[config.mk]
export PLATFORM = sky130hd
export DESIGN_NAME = slot_bitmap_writer_flat
export DESIGN_NICKNAME = d
export VERILOG_FILES = /design/src/rtl/slot_bitmap_writer_if.sv /design/src/rtl/slot_bitmap_writer.sv /design/src/flat_wrapper.sv
export SDC_FILE = /design/constraint.sdc
export NUM_CORES = 1
export LEC_CHECK = 0
export CAP_MARGIN = 10
export CORE_UTILIZATION = 50
export DETAILED_ROUTE_END_ITERATION = 16
export GPL_TIMING_DRIVEN = 0
export PLACE_DENSITY = 0.8
export SETUP_SLACK_MARGIN = 0.1
export SKIP_CTS_REPAIR_TIMING = 1
export SYNTH_ARGS = -nofsm -noshare
export SYNTH_HDL_FRONTEND = slang
export SYNTH_SLANG_ARGS = --single-unit
[constraint.sdc]
create_clock -name clk -period 5.57 [get_ports clk]
set_clock_uncertainty 0.2 [all_clocks]
set_input_delay 1.114 -clock clk [delete_from_list [all_inputs] [get_ports clk]]
set_output_delay 1.114 -clock clk [all_outputs]
set_load 0.02 [all_outputs]
[src/rtl/slot_bitmap_writer_if.sv]
// ----------------------------------------------------------------------------
// slot_bitmap_writer_if : set/clear command channels and occupancy status bus
// Rev 1.0 - initial release
// ----------------------------------------------------------------------------
`default_nettype none

interface slot_bitmap_writer_if #(
   parameter int WIDTH     = 32,
   parameter int LOG_WIDTH = 5
);
   logic                 set_valid;
   logic [LOG_WIDTH-1:0] set_idx;
   logic                 set_ready;
   logic                 clr_valid;
   logic [LOG_WIDTH-1:0] clr_idx;
   logic                 clr_ready;
   logic [WIDTH-1:0]     bitmap;
   logic [LOG_WIDTH:0]   count;
   logic                 full;
   logic                 empty;
   logic                 err_dup_set;
   logic                 err_bad_clr;
   logic                 err_range;

   modport master (
      output set_valid, set_idx, clr_valid, clr_idx,
      input  set_ready, clr_ready, bitmap, count, full, empty,
             err_dup_set, err_bad_clr, err_range
   );

   modport slave (
      input  set_valid, set_idx, clr_valid, clr_idx,
      output set_ready, clr_ready, bitmap, count, full, empty,
             err_dup_set, err_bad_clr, err_range
   );
endinterface

`default_nettype wire

[src/rtl/slot_bitmap_writer.sv]
// ----------------------------------------------------------------------------
// slot_bitmap_writer : registered slot occupancy bitmap with set/clear channels,
//                      incremental popcount, full/empty and protocol error pulses
// Rev 1.0 - initial release
// ----------------------------------------------------------------------------
`default_nettype none

module slot_bitmap_writer #(
   parameter int WIDTH     = 32,
   parameter int LOG_WIDTH = 5
) (
   input  wire                 clk,
   input  wire                 rst,
   slot_bitmap_writer_if.slave bus
);

   localparam logic [LOG_WIDTH:0] c_WIDTH   = (LOG_WIDTH+1)'(WIDTH);
   localparam logic [LOG_WIDTH:0] c_CNT_ONE = (LOG_WIDTH+1)'(1);
   localparam logic [WIDTH-1:0]   c_ONE     = {{(WIDTH-1){1'b0}}, 1'b1};

   logic [WIDTH-1:0]   bitmap_q, bitmap_d;
   logic [LOG_WIDTH:0] count_q, count_d;
   logic               full_q, full_d;
   logic               empty_q, empty_d;
   logic               err_dup_q, err_dup_d;
   logic               err_clr_q, err_clr_d;
   logic               err_rng_q, err_rng_d;

   logic               w_set_fire, w_clr_fire;
   logic               w_set_inr, w_clr_inr;
   logic [WIDTH-1:0]   w_set_mask, w_clr_mask, w_after_clr;
   logic               w_set_apply, w_clr_apply;

   // Readiness depends only on registered state, never on the valids.
   assign w_set_fire = bus.set_valid && !full_q;
   assign w_clr_fire = bus.clr_valid && !empty_q;

   assign w_set_inr  = {1'b0, bus.set_idx} < c_WIDTH;
   assign w_clr_inr  = {1'b0, bus.clr_idx} < c_WIDTH;
   assign w_set_mask = (w_set_fire && w_set_inr) ? (c_ONE << bus.set_idx) : '0;
   assign w_clr_mask = (w_clr_fire && w_clr_inr) ? (c_ONE << bus.clr_idx) : '0;

   // Clear resolves first; the set then sees the post-clear value.
   assign w_clr_apply = |(bitmap_q & w_clr_mask);
   assign w_after_clr = bitmap_q & ~w_clr_mask;
   assign w_set_apply = (|w_set_mask) && !(|(w_after_clr & w_set_mask));

   always_comb begin
      bitmap_d  = w_after_clr | w_set_mask;
      count_d   = count_q;
      err_dup_d = w_set_fire && w_set_inr && !w_set_apply;
      err_clr_d = w_clr_fire && w_clr_inr && !w_clr_apply;
      err_rng_d = (w_set_fire && !w_set_inr) || (w_clr_fire && !w_clr_inr);
      case ({w_set_apply, w_clr_apply})
         2'b10:   count_d = count_q + c_CNT_ONE;
         2'b01:   count_d = count_q - c_CNT_ONE;
         default: count_d = count_q;
      endcase
      full_d  = (count_d == c_WIDTH);
      empty_d = (count_d == '0);
   end

   always_ff @(posedge clk) begin
      if (rst) begin
         bitmap_q  <= '0;
         count_q   <= '0;
         full_q    <= 1'b0;
         empty_q   <= 1'b1;
         err_dup_q <= 1'b0;
         err_clr_q <= 1'b0;
         err_rng_q <= 1'b0;
      end else begin
         bitmap_q  <= bitmap_d;
         count_q   <= count_d;
         full_q    <= full_d;
         empty_q   <= empty_d;
         err_dup_q <= err_dup_d;
         err_clr_q <= err_clr_d;
         err_rng_q <= err_rng_d;
      end
   end

   assign bus.set_ready   = !full_q;
   assign bus.clr_ready   = !empty_q;
   assign bus.bitmap      = bitmap_q;
   assign bus.count       = count_q;
   assign bus.full        = full_q;
   assign bus.empty       = empty_q;
   assign bus.err_dup_set = err_dup_q;
   assign bus.err_bad_clr = err_clr_q;
   assign bus.err_range   = err_rng_q;

endmodule

`default_nettype wire

[src/flat_wrapper.sv]
// flat-port wrapper written by rule: the top's interface ports become plain ports
module slot_bitmap_writer_flat 
#(
   parameter int WIDTH     = 32,
   parameter int LOG_WIDTH = 5
)
  (clk, rst, bus_set_valid, bus_set_idx, bus_clr_valid, bus_clr_idx, bus_set_ready, bus_clr_ready, bus_bitmap, bus_count, bus_full, bus_empty, bus_err_dup_set, bus_err_bad_clr, bus_err_range);
  slot_bitmap_writer_if #(.WIDTH(WIDTH), .LOG_WIDTH(LOG_WIDTH)) bus_i ();
  input  wire clk;
  input  wire rst;
  input wire logic [$bits(bus_i.set_valid)-1:0] bus_set_valid;
  input wire logic [$bits(bus_i.set_idx)-1:0] bus_set_idx;
  input wire logic [$bits(bus_i.clr_valid)-1:0] bus_clr_valid;
  input wire logic [$bits(bus_i.clr_idx)-1:0] bus_clr_idx;
  output wire logic [$bits(bus_i.set_ready)-1:0] bus_set_ready;
  output wire logic [$bits(bus_i.clr_ready)-1:0] bus_clr_ready;
  output wire logic [$bits(bus_i.bitmap)-1:0] bus_bitmap;
  output wire logic [$bits(bus_i.count)-1:0] bus_count;
  output wire logic [$bits(bus_i.full)-1:0] bus_full;
  output wire logic [$bits(bus_i.empty)-1:0] bus_empty;
  output wire logic [$bits(bus_i.err_dup_set)-1:0] bus_err_dup_set;
  output wire logic [$bits(bus_i.err_bad_clr)-1:0] bus_err_bad_clr;
  output wire logic [$bits(bus_i.err_range)-1:0] bus_err_range;
  assign bus_i.set_valid = bus_set_valid;
  assign bus_i.set_idx = bus_set_idx;
  assign bus_i.clr_valid = bus_clr_valid;
  assign bus_i.clr_idx = bus_clr_idx;
  assign bus_set_ready = bus_i.set_ready;
  assign bus_clr_ready = bus_i.clr_ready;
  assign bus_bitmap = bus_i.bitmap;
  assign bus_count = bus_i.count;
  assign bus_full = bus_i.full;
  assign bus_empty = bus_i.empty;
  assign bus_err_dup_set = bus_i.err_dup_set;
  assign bus_err_bad_clr = bus_i.err_bad_clr;
  assign bus_err_range = bus_i.err_range;
  slot_bitmap_writer #(.WIDTH(WIDTH), .LOG_WIDTH(LOG_WIDTH)) u_core (.clk(clk), .rst(rst), .bus(bus_i));
endmodule
* Word-level counts from Yosys, hierarchy flattened
Index checks and enable logic that the tools add are counted.
** Word-level totals
- Register bits :: 42
- Logic and storage cells :: 35
** Cells by class
- Add/sub/neg operators :: 2
- Eq/ne operators :: 3
- Shift-type cells :: 2
- Multiplexer cells :: 3
- Bitwise operators :: 5
- Reduce and logical (&&, ||, !) cells :: 14
** Operator list (count)
- 32-bit AND :: 3
- 32-bit OR reduction :: 3
- 32-bit 2-to-1 mux :: 2
- 1-bit by 5-bit left shift with 32-bit output (first input constant) :: 2
- 32-bit inverter :: 1
- 32-bit bitwise OR :: 1
- 6-bit one-hot mux with 2 select lines :: 1
- 6-bit by 1-bit adder with 6-bit output (second input constant) :: 1
- 6-bit equality test (second input constant) :: 1
- 6-bit zero test :: 1
- 6-bit by 1-bit subtractor with 6-bit output (second input constant) :: 1
- 1-bit logical AND :: 5
- 1-bit zero test :: 5
- 2-bit by 1-bit equality test with 1-bit output (second input constant) :: 1
- 2-bit equality test (second input constant) :: 1

* Depth between registers and ports, before layout
- Depth in word-level cells :: 12
- Depth in mapped cells :: 16
- Gate-level depth less buffers :: 14

* Worst setup path before layout
No wires, ideal clock.
- Path type :: input-to-reg
- Start :: in bus_clr_idx[4]
- End :: reg u_core.full_q, in the netlist u_core.bus.full
- Library setup time :: 115 ps
- Arrival :: 4410 ps
- Slack :: 845 ps
- Stages on the path :: 16
- Cell sequence :: or3b_1 > buf_2 > buf_4 > o31ai_1 > o22ai_1 > nor4_1 > and3_1 > nand2_1 > ha_1 > ha_1 > a21o_1 > a21oi_1 > or4_1 > nand3_1 > mux2_2 > and2_1
** On the way
- Word-level cells in the longest chain between the ends :: 11
- Elaborated cells on any way between the ends :: 14
- Those cells by class :: eq/ne: 3; shift: 1; mux: 2; bitwise: 4; reduce/logical: 4
** RTL lines
- start: declaration :: RTL line flat_wrapper.sv:14 : input wire logic [$bits(bus_i.clr_idx)-1:0] bus_clr_idx;
- 1-bit by 5-bit left shift with 32-bit output * :: RTL line slot_bitmap_writer.sv:41 : assign w_clr_mask = (w_clr_fire && w_clr_inr) ? (c_ONE << bus.clr_idx) : '0;
- 32-bit 2-to-1 mux * :: RTL line slot_bitmap_writer.sv:41
- 32-bit inverter :: RTL line slot_bitmap_writer.sv:45 : assign w_after_clr = bitmap_q & ~w_clr_mask;
- 32-bit AND :: RTL line slot_bitmap_writer.sv:45
- 32-bit AND :: RTL line slot_bitmap_writer.sv:46 : assign w_set_apply = (|w_set_mask) && !(|(w_after_clr & w_set_mask));
- 32-bit OR reduction :: RTL line slot_bitmap_writer.sv:46
- 1-bit zero test :: RTL line slot_bitmap_writer.sv:46
- 1-bit logical AND :: RTL line slot_bitmap_writer.sv:46
- 2-bit by 1-bit equality test with 1-bit output / 2-bit equality test (equally long branches) :: RTL line slot_bitmap_writer.sv:54 : case ({w_set_apply, w_clr_apply})
- 6-bit one-hot mux with 2 select lines * :: RTL line slot_bitmap_writer.sv:54
- 6-bit equality test * :: RTL line slot_bitmap_writer.sv:59 : full_d = (count_d == c_WIDTH);
- end signal: assignment :: RTL line slot_bitmap_writer.sv:75 : full_q <= full_d;
- end: declaration :: RTL line slot_bitmap_writer.sv:23 : logic full_q, full_d;
Every way passes the cells marked *; elsewhere a longest branch is shown, timed or not.
A chain may end at the register's enable or synchronous reset.

* Worst setup path after layout
- Start :: in bus_clr_valid
- End :: reg u_core.full_q, in the netlist u_core.bus.full
** On the way
- Word-level cells in the longest chain between the ends :: 11
- Elaborated cells on any way between the ends :: 14
- Those cells by class :: eq/ne: 3; mux: 2; bitwise: 4; reduce/logical: 5
** RTL lines
- start: declaration :: RTL line flat_wrapper.sv:13 : input wire logic [$bits(bus_i.clr_valid)-1:0] bus_clr_valid;
- 1-bit logical AND * :: RTL line slot_bitmap_writer.sv:36 : assign w_clr_fire = bus.clr_valid && !empty_q;
- 32-bit 2-to-1 mux * :: RTL line slot_bitmap_writer.sv:41
- 32-bit inverter :: RTL line slot_bitmap_writer.sv:45
- 32-bit AND :: RTL line slot_bitmap_writer.sv:45
- 32-bit AND :: RTL line slot_bitmap_writer.sv:46
- 32-bit OR reduction :: RTL line slot_bitmap_writer.sv:46
- 1-bit zero test :: RTL line slot_bitmap_writer.sv:46
- 1-bit logical AND :: RTL line slot_bitmap_writer.sv:46
- 2-bit by 1-bit equality test with 1-bit output / 2-bit equality test (equally long branches) :: RTL line slot_bitmap_writer.sv:54
- 6-bit one-hot mux with 2 select lines * :: RTL line slot_bitmap_writer.sv:54
- 6-bit equality test * :: RTL line slot_bitmap_writer.sv:59
Marked as above.

==> flow_metrics.env <==
export IMPL_multi_input_area_mm2=0.001559
export IMPL_grt_pass1_vias=2755
export IMPL_n_antenna_cell=0
export IMPL_netlist_instances=321
export IMPL_r2r_slack_ps=1020
export IMPL_comb_power_share_pct=21.4
export IMPL_grt_overflow_total=0
export IMPL_yosysSeqAreaShare_pct=32.73
export IMPL_finalNetCount=404
export IMPL_cap_violations=0
export IMPL_vias=3035
export IMPL_whs_ps=308.0
export IMPL_final_util_pct=69.40
export IMPL_insertion_delay_ps=300
export IMPL_power_density_mw_per_mm2=219.4
export IMPL_min_period_ps=5368
export IMPL_place_congestion=1.022
export IMPL_grt_max_degree=13
export IMPL_path_cells="clkdlybuf4s50_1, nand3b_1, clkbuf_2, o41ai_1, o22a_1, o221ai_1, nor4_2, nand2_1, ha_2, ha_1, a21o_1, a21oi_1, or4_1, nand3_1, mux2_2, and2_1"
export IMPL_io_buffers=53
export IMPL_area_delta_synth_final_pct=30.15
export IMPL_clkSlewWorstSetupHoldPaths_ps=80
export IMPL_setup_viol=0
export IMPL_synth_compound_area_share_pct=27.62
export IMPL_synth_area_mm2=0.002569
export IMPL_cts_max_level=2
export IMPL_path_max_fanout=10
export IMPL_power_total_mw=0.7334
export IMPL_wl_per_cell_um=19.62
export IMPL_post_route_cell_area_mm2=0.003343
export IMPL_outcome="finished clean"
export IMPL_grt_usage_pct=33.25
export IMPL_rsz0062_at_grt="no"
export IMPL_pwr_share_seq_pct=43.9
export IMPL_synth_edf_count=0
export IMPL_drtIter0Drc=440
export IMPL_die_area_mm2=0.005428
export IMPL_cp_start_kind="input port"
export IMPL_clockBufferDepth=2
export IMPL_synth_seq_cells=42
export IMPL_synth_top_family_by_area="compound AO/OA/AOI/OAI gates"
export IMPL_worstHoldPathType="reg -> reg"
export IMPL_synth_area_mux_share_pct=5.407
export IMPL_power_leakage_nw=1.123
export IMPL_setup_tns_final_ps=0
export IMPL_path_class="in -> reg"
export IMPL_grt_pass1_wl_mm=13.40
export IMPL_final_layout_size_suffix_gt1_share_pct=9.896
export IMPL_ir_drop_uv=129.6
export IMPL_final_cells=451
export IMPL_p_clk_share_pct=34.6
export IMPL_synthXorXnorAreaFrac_pct=1.364
export IMPL_ys_types=52
export IMPL_ff_latch_area_um2=840.8
export IMPL_maxSlewViolCount=0
export IMPL_synth_simple_area_share_pct=22.11
export IMPL_relSlewSlack_pct=47.33
export IMPL_crit_path_max_incr_delay_ps=510
export IMPL_setup_ws_ps=201.8
export IMPL_root_buffer="clkbuf_8"
export IMPL_p_int_mw=0.5134
export IMPL_max_clock_freq_mhz=186.3
export IMPL_firstDrtPassIters=7
export IMPL_drc=0
export IMPL_routed_wl_mm=8.848
export IMPL_period_share_pct=96.38
export IMPL_hpwl_mm=6.270
export IMPL_syn_num_nets=341
export IMPL_async_reset_ff_share_pct=0
export IMPL_start_util_pct=53.32
export IMPL_place_ws_ps=-408.8
export IMPL_finalHoldViolCount=0
export IMPL_cp_slowest_cell="clkdlybuf4s50_1"
export IMPL_grt_antenna_before_repair=0
export IMPL_coreArea_mm2=0.004817
export IMPL_switching_share_pct=30.00
export IMPL_fp_dieH_um=73.68
export IMPL_cts_tree="built"
export IMPL_die_w_um=73.68
export IMPL_io_pins=59
export IMPL_ys_flop_type="dfxtp_1"
export IMPL_row_count=25
export IMPL_cts_made_buffers=5
export IMPL_ant_nets=0
export IMPL_synthAdderAreaFrac_pct=3.215
export IMPL_end_kind="register"
export IMPL_power_switching_mw=0.2200
export IMPL_placed_area_mm2=0.003183
export IMPL_syn_avg_cell_area_um2=8.002
export IMPL_critPathArrivalTime_ps=5370
export IMPL_placed_cells=441
export IMPL_avgViaCountPerCell=6.729
export IMPL_yosysWarnings=0
export IMPL_cts_sinks=42
export IMPL_required_ps=5570
export IMPL_worstMarginPinSlew_ps=787.1
export IMPL_fillCellCount=425
-- path summary, 6_finish.rpt --
| kind | start | end | depth (start not counted) |
|---|---|---|---|
| max reg2reg | u_core.bus.empty$_SDFF_PP1_ | u_core.bus.full$_SDFF_PP0_ | 15 |
| min reg2reg | u_core.bus.bitmap[4]$_SDFF_PP0_ | u_core.bus.bitmap[4]$_SDFF_PP0_ | 2 |
| max | bus_clr_valid | u_core.bus.full$_SDFF_PP0_ | 16 |
| min | u_core.bus.bitmap[4]$_SDFF_PP0_ | u_core.bus.bitmap[4]$_SDFF_PP0_ | 2 |
-- cells in the final DEF (no fill, tap or decap), types with 3 or more instances in the layout --
master,Yosys,final
o41ai_1,6,5
and2_1,3,3
and3_1,4,4
nand2_1,15,15
mux2i_1,6,6
nor2b_1,5,5
xnor2_1,3,3
buf_4,4,7
clkdlybuf4s50_1,0,52
nor4_1,4,3
nor2_1,21,21
inv_1,11,11
nand3_1,36,36
ha_1,5,4
nand2b_1,4,4
buf_2,8,8
clkbuf_8,0,6
clkbuf_1,18,17
o22ai_1,13,13
a21oi_1,37,37
nor4b_1,3,3
dfxtp_1,42,42
o21ai_0,9,9
o41ai_2,2,3
o31ai_1,18,17
a31oi_1,3,3
mux2_2,3,3
-- power groups by stage --
stage | logic (mW) | clock network [mW] | registers [mW]
3_5_place_dp | 0.149 | 0 | 0.329
5_1_grt | 0.166 | 0.263 | 0.324
6_report | 0.157 | 0.254 | 0.322
4_1_cts | 0.150 | 0.254 | 0.322
2_1_floorplan | 0.0802 | 0 | 0.337
3_3_place_gp | 0.147 | 0 | 0.329
-- state kept, by name (all words and copies together), names as in the netlist --
register	flops
u_core.bus.full	1
u_core.bus.empty	1
u_core.bus.count	6
u_core.bus.err_bad_clr	1
u_core.bus.err_dup_set	1
u_core.bus.bitmap	32
-- synth_stat cells, types with 6 or more instances --
master	count	share of area, %
clkbuf_1	18	2.6
o31ai_1	18	5.3
o21ai_0	9	1.8
a21oi_1	37	7.2
o22ai_1	13	3.2
nand3_1	36	7.0
mux2i_1	6	2.3
nor2_1	21	3.1
inv_1	11	1.6
dfxtp_1	42	33
buf_2	8	1.6
o41ai_1	6	2.0
nand2_1	15	2.2
-- critical path, delay by kind of cell --
kind | cells | cell delay (ps)
simple gates | 6 | 1490
buf+inv | 2 | 850
mux | 1 | 350
fa+ha+maj | 2 | 570
compound gates | 5 | 970
-- metal layers --
| metal | global-route usage [%] | wire length, um |
|---|---|---|
| met5 | 0 | 0 |
| met1 | 40.92 | 3261 |
| met2 | 55.66 | 4207 |
| met4 | 13.89 | 295 |
| met3 | 7.682 | 1084 |
-- area by class of cell --
type                       instances  share of cell area, %
multi-input combinational        237                  46.63
buffer                            31                  4.491
clock buffer                       6                  2.470
inverter                          11                  1.235
timing repair buffer              56                  16.62
clock inverter                     1                 0.8982
tap                               67                  2.507
sequential                        42                  25.15
-- kinds of logic after synthesis --
logic type / Yosys count
flops: 42
buf+inv: 42
other cells: 1
compound gates: 107
xor+xnor: 4
simple gates: 108
fa+ha+maj: 6
mux: 11
Power figures use the tool's default switching activity.
